$ cat config.mk
export PLATFORM = sky130hd
export DESIGN_NAME = trg_rx_decoder
export DESIGN_NICKNAME = d
export VERILOG_FILES = /design/src/rtl/trg_rx_pkg.sv /design/src/rtl/trg_in_sync.sv /design/src/rtl/trg_rx_decoder.sv
export SDC_FILE = /design/constraint.sdc
export NUM_CORES = 1
export LEC_CHECK = 0
export ABC_CLOCK_PERIOD_IN_PS = 3000
export CORE_MARGIN = 2
export CORE_UTILIZATION = 35
export DETAILED_ROUTE_END_ITERATION = 10
export PLACE_DENSITY_LB_ADDON = 0.2
export SLEW_MARGIN = 10
export SYNTH_ARGS = -nofsm -noshare
export SYNTH_HDL_FRONTEND = slang
export SYNTH_SLANG_ARGS = --single-unit
export TNS_END_PERCENT = 30
$ cat constraint.sdc
create_clock -name clk_in -period 3 [get_ports clk_in]
set_input_delay 0.45 -clock clk_in [delete_from_list [all_inputs] [get_ports clk_in]]
set_output_delay 0.45 -clock clk_in [all_outputs]
set_load 0.05 [all_outputs]
$ cat src/rtl/trg_rx_pkg.sv
// rtl/trg_rx_pkg.sv - shared types and widths for the trigger-line receiver
package trg_rx_pkg;

  typedef enum logic [1:0] {
    WAIT_HIGH,
    IDLE,
    LOW_MEAS,
    CHK_WAIT
  } trg_state_e;

  localparam int WIDTH_W = 8;
  localparam int GAP_W   = 5;
  localparam int ID_W    = 16;
  localparam int BUSY_W  = 20;

  function automatic logic in_range(input logic [WIDTH_W-1:0] w, input int lo, input int hi);
    return (int'(w) >= lo) && (int'(w) <= hi);
  endfunction

endpackage

$ cat src/rtl/trg_in_sync.sv
// rtl/trg_in_sync.sv - 2-FF synchroniser plus edge register for the trigger line
// Resets to low so a line that is already low after reset looks like "not yet high".
module trg_in_sync (
  input  logic i_clk,
  input  logic i_rst_n,
  input  logic i_line,
  output logic o_level,
  output logic o_rise,
  output logic o_fall
);

  logic r_meta;
  logic r_sync;
  logic r_prev;

  always_ff @(posedge i_clk or negedge i_rst_n) begin
    if (!i_rst_n) begin
      r_meta <= 1'b0;
      r_sync <= 1'b0;
      r_prev <= 1'b0;
    end else begin
      r_meta <= i_line;
      r_sync <= r_meta;
      r_prev <= r_sync;
    end
  end

  assign o_level = r_sync;
  assign o_rise  = r_sync & ~r_prev;
  assign o_fall  = ~r_sync & r_prev;

endmodule

$ cat src/rtl/trg_rx_decoder.sv
// rtl/trg_rx_decoder.sv - classifies low pulses on the trigger line, tracks trigger ID and busy
module trg_rx_decoder
  import trg_rx_pkg::*;
#(
  parameter int TRG_MIN   = 16,
  parameter int TRG_MAX   = 24,
  parameter int CHK_MIN   = 45,
  parameter int CHK_MAX   = 55,
  parameter int CHK_WIN   = 16,
  parameter int BUSY_MIN  = 500,
  parameter int CHK_PHASE = 0
) (
  input  logic            clk_in,
  input  logic            rst_n_in,
  input  logic            trg_in_N,
  input  logic            rx_enb_in,
  input  logic            readout_done_in,
  output logic            trg_pulse_out,
  output logic [ID_W-1:0] trg_id_out,
  output logic            busy_out,
  output logic            chk_ok_out,
  output logic            chk_err_out,
  output logic            glitch_err_out,
  output logic            stuck_err_out,
  output logic            busy_viol_out
);

  localparam logic [BUSY_W-1:0]  BUSY_LOAD   = BUSY_W'(BUSY_MIN);
  localparam logic [GAP_W-1:0]   GAP_LIMIT   = GAP_W'(CHK_WIN);
  localparam logic [WIDTH_W-1:0] WIDTH_STUCK = WIDTH_W'(254);
  localparam logic [11:0]        PHASE       = 12'(CHK_PHASE);

  logic w_level, w_rise, w_fall;
  logic w_classify, w_is_trg, w_is_chk, w_accept;

  trg_rx_pkg::trg_state_e r_state;
  logic [WIDTH_W-1:0] r_width;
  logic [GAP_W-1:0]   r_gap;
  logic               r_after_trg;
  logic               r_meas_enb;
  logic [ID_W-1:0]    r_id;
  logic               r_trg_pulse, r_chk_ok, r_chk_err, r_glitch, r_stuck, r_busy_viol;
  logic               r_busy, r_done;
  logic [BUSY_W-1:0]  r_busy_tmr;

  trg_in_sync u_sync (
    .i_clk   (clk_in),
    .i_rst_n (rst_n_in),
    .i_line  (trg_in_N),
    .o_level (w_level),
    .o_rise  (w_rise),
    .o_fall  (w_fall)
  );

  // A pulse counts only if decoding was enabled both when it started and when it ended.
  assign w_classify = (r_state == LOW_MEAS) && w_rise && r_meas_enb && rx_enb_in;
  assign w_is_trg   = in_range(r_width, TRG_MIN, TRG_MAX);
  assign w_is_chk   = in_range(r_width, CHK_MIN, CHK_MAX);
  assign w_accept   = w_classify && w_is_trg;

  always_ff @(posedge clk_in or negedge rst_n_in) begin
    if (!rst_n_in) begin
      r_state     <= WAIT_HIGH;
      r_width     <= '0;
      r_gap       <= '0;
      r_after_trg <= 1'b0;
      r_meas_enb  <= 1'b0;
      r_id        <= '0;
      r_trg_pulse <= 1'b0;
      r_chk_ok    <= 1'b0;
      r_chk_err   <= 1'b0;
      r_glitch    <= 1'b0;
      r_stuck     <= 1'b0;
      r_busy_viol <= 1'b0;
    end else begin
      r_trg_pulse <= 1'b0;
      r_chk_ok    <= 1'b0;
      r_chk_err   <= 1'b0;
      r_glitch    <= 1'b0;
      r_busy_viol <= 1'b0;
      case (r_state)
        WAIT_HIGH: begin
          if (w_level) begin
            r_state <= IDLE;
            r_stuck <= 1'b0;
          end
        end
        IDLE: begin
          if (w_fall) begin
            r_state     <= LOW_MEAS;
            r_width     <= WIDTH_W'(1);
            r_after_trg <= 1'b0;
            r_meas_enb  <= rx_enb_in;
          end
        end
        LOW_MEAS: begin
          if (w_rise) begin
            r_state <= IDLE;
            if (w_accept) begin
              r_trg_pulse <= 1'b1;
              r_id        <= r_id + ID_W'(1);
              r_busy_viol <= r_busy;
              r_gap       <= GAP_W'(1);
              r_state     <= CHK_WAIT;
            end else if (w_classify && w_is_chk) begin
              if (r_after_trg && (r_id[11:0] == PHASE)) begin
                r_chk_ok <= 1'b1;
              end else begin
                r_chk_err <= 1'b1;
              end
            end else if (w_classify) begin
              r_glitch <= 1'b1;
            end
          end else begin
            r_width <= r_width + WIDTH_W'(1);
            if (r_width == WIDTH_STUCK) begin
              r_stuck <= 1'b1;
              r_state <= WAIT_HIGH;
            end
          end
        end
        CHK_WAIT: begin
          if (w_fall) begin
            r_state     <= LOW_MEAS;
            r_width     <= WIDTH_W'(1);
            r_after_trg <= 1'b1;
            r_meas_enb  <= rx_enb_in;
          end else if (r_gap == GAP_LIMIT) begin
            r_state <= IDLE;
          end else begin
            r_gap <= r_gap + GAP_W'(1);
          end
        end
        default: r_state <= WAIT_HIGH;
      endcase
    end
  end

  // Busy holds at least BUSY_MIN cycles and until readout reports done; a new trigger restarts both.
  always_ff @(posedge clk_in or negedge rst_n_in) begin
    if (!rst_n_in) begin
      r_busy     <= 1'b0;
      r_busy_tmr <= '0;
      r_done     <= 1'b0;
    end else if (w_accept) begin
      r_busy     <= 1'b1;
      r_busy_tmr <= BUSY_LOAD;
      r_done     <= 1'b0;
    end else if (r_busy) begin
      if (r_busy_tmr != '0) r_busy_tmr <= r_busy_tmr - BUSY_W'(1);
      if (readout_done_in) r_done <= 1'b1;
      if ((r_busy_tmr == '0) && r_done) r_busy <= 1'b0;
    end
  end

  assign trg_pulse_out  = r_trg_pulse;
  assign trg_id_out     = r_id;
  assign busy_out       = r_busy;
  assign chk_ok_out     = r_chk_ok;
  assign chk_err_out    = r_chk_err;
  assign glitch_err_out = r_glitch;
  assign stuck_err_out  = r_stuck;
  assign busy_viol_out  = r_busy_viol;

endmodule

==> out/qor.txt <==
Nets = 380
Top cell type's share of synthesized area = 48.6%
Initial DRC Count = 78
CP max-delay cell = or4_4
Placed cells = 464
Final HPWL DP = 5.13 mm
CTS tree = built
Crit path max fanout = 12
Via density = 5.28
Mapped Nets = 344
Startpoint Class = flip-flop
Diode count = 0
Logic depth of the worst register-to-register path = 4
Capturing point of the worst reg2reg path = trg_id_out[6]
# H-tree levels = 3
Post-route ant nets = 0
Vias after detailed routing = 2535
Die area = 10200 µm²
Setup ws final = 0.677 ns
Floorplan row count = 35
Pin count of the biggest net entering global routing = 36
Critical path capture point type = flip-flop
Status = finished clean
DRT Wirelength = 7.12 mm
Synth area leaders = dfrtp_1 49%, xnor2_1 4.8%, ha_1 4.2%, nand2_1 3.1%, a21oi_1 3.0%
Kind of critical path = flip-flop to flip-flop
Most frequent cells in the layout = 64 x dfrtp_1, 27 x nand2_1, 26 x clkdlybuf4s50_1
Mean Syn Cell Area = 10.0 µm²
Min Hold Slack = 0.193 ns
Clock Latency Late Sink = 0.34 ns
Root Buffer = clkbuf_8
Final Hold Vio Count = 0
Ys Warns = 0
Post-Syn Instances = 328
Hold_buf cts = 0
Syn-to-layout area delta = 20.0%
CTS resizes = 0
Min Tclk post-route = 2.32 ns
Clk sink count = 64
Die height = 101 µm
DRC = 0
Num CTS Buffers = 9
Setup bufs post-CTS = 0
DR WL/cell = 14.8 µm
Power Dens Cells = 537 nW/µm²
Synth Cell Area = 3290 µm²
Slew Limit Fails = 0
Post-Layout Cell Count = 480
Total Neg Setup Slack = 0 ns
CP endpoint = trg_id_out[6]
FMAX = 431 MHz
Seq/Total Area, Yosys = 48.6%
Clock-pin slew on the worst setup and hold paths = 0.07 ns
R2r setup slk = 0.68 ns
Crit share post-route = 77.4%
Initial antenna violation count = 0
Slew at the pin with the worst max-slew slack = 0.800 ns
Total power = 2.12 mW
VDD IR-drop max = 0.000399 V
Crit path DAT = 2.54 ns
Layout cells sized above 1 = 8.13%
Clk buf depth = 2
Worst path max stage delay = 0.64 ns
Initial Utilization = 35.8%
Synth area leader = dfrtp_1
Routability cong. = 0.800
CP startpoint = r_width[6]
Cell variety after synth = 43
Slew HR = 46.7%
Crit-path cells = or4b_4 > or4_4 > or3_4 > xnor2_2
Clk_skew = 0.00737 ns
Count of final setup violators = 0
Maxcap violations = 0
Leakage = 1.60 nW
Dpl ws = 0.576 ns
RSZ-0062 raised after global routing = no
# port buffers = 27
Fillers = 896
I/O Pins = 28
Most common cell after layout, fill and taps aside = dfrtp_1
Wire length of the first global-routing pass = 11.8 mm
Number of global-route vias before repair = 2434
Core ar. = 9200 µm²
Reg-to-reg critical path startpoint = r_width[6]
HP Class = input pin to async pin
Yosys reg bits = 64
GRT overflow = 0
Die width = 101 µm
Worst Path Required = 3.22 ns
Gr usage total = 14.8%
Drt pass-1 iters = 7
## stage by stage
stage / utilization [%] / area [µm²]
final: 43.0 / 3950
after global routing: 43.0 / 3950
after CTS: 43.0 / 3950
after detailed placement: 40.4 / 3720
after global placement: 40.4 / 3720
after floorplan: - / 3290
## cells in the mapped netlist (all sizes together)
cell type	instances
nor3	10
a21o	1
nand4	13
clkbuf	6
mux2	2
a2111o	3
or3	5
a2111oi	2
a211oi	3
nand3	13
mux2i	7
and2	6
nor2b	5
and4	2
inv	13
a21boi	1
o31a	1
buf	3
nor4	9
xnor2	19
or4	6
o21ai	8
a21oi	20
ha	11
nand4bb	2
dfrtp	64
o41ai	1
nor4b	6
nand2b	9
nor2	22
nor4bb	2
nor3b	2
and3	8
nand2	27
or4b	1
xor2	4
o31ai	9
o22a	1
or2	1
## sequential cells by signal (all words and copies together), names as in the netlist, 2 cells and up
name / flops
r_busy_tmr: 20
r_gap: 5
r_state: 2
r_width: 8
trg_id_out: 16
## critical path: cells and delay by family, from the launching register on
kind / cells / cell delay [ns]
AND/OR/NAND/NOR: 3 / 1.65
XOR/XNOR: 1 / 0.13
flip-flops: 1 / 0.43
## area by class of cell
cell class / instances / area, µm² / share of cell area [%]
clock inverters: 2 / 60.1 / 1.52
clock buffers: 14 / 173 / 4.37
multi-input cells: 242 / 1610 / 40.8
well taps: 111 / 139 / 3.51
repair buffers: 34 / 318 / 8.04
inverters: 13 / 48.8 / 1.23
flip-flops and latches: 64 / 1600 / 40.5
## report_power, final
part | switching [mW] | internal (mW)
Sequential | 0.0829 | 0.934
Combinational | 0.129 | 0.112
Clock | 0.327 | 0.537
## how the worst min path moves through the flow
stage | depth (start not counted) | start | slack [ns] | endpoint
CTS | 1 | rst_n_in | 0.22 | r_width[2]
floorplan | 0 | rst_n_in | 0.15 | busy_out
global placement | 0 | u_sync.r_meta | 0.33 | u_sync.o_level
finish | 1 | rst_n_in | 0.19 | busy_viol_out
detailed placement | 0 | u_sync.r_meta | 0.34 | u_sync.o_level
global route | 1 | rst_n_in | 0.27 | busy_viol_out
## routing by layer
layer,up-vias,part of all wire (%),track usage (%)
li1,1257,-,-
met1,1228,48,18.9
met2,39,49,24.8
met3,11,2.5,3.54
met4,0,1.3,4.99
met5,-,0,0
## logic make-up after synthesis
| group | Yosys count | synth area share [%] |
|---|---|---|
| compound gates | 50 | 9.80 |
| xor+xnor | 23 | 6.34 |
| fa+ha+maj | 11 | 4.18 |
| buf+inv | 22 | 2.62 |
| flops | 64 | 48.6 |
| mux | 9 | 2.81 |
| simple gates | 149 | 25.6 |
Power figures use the tool's default switching activity.
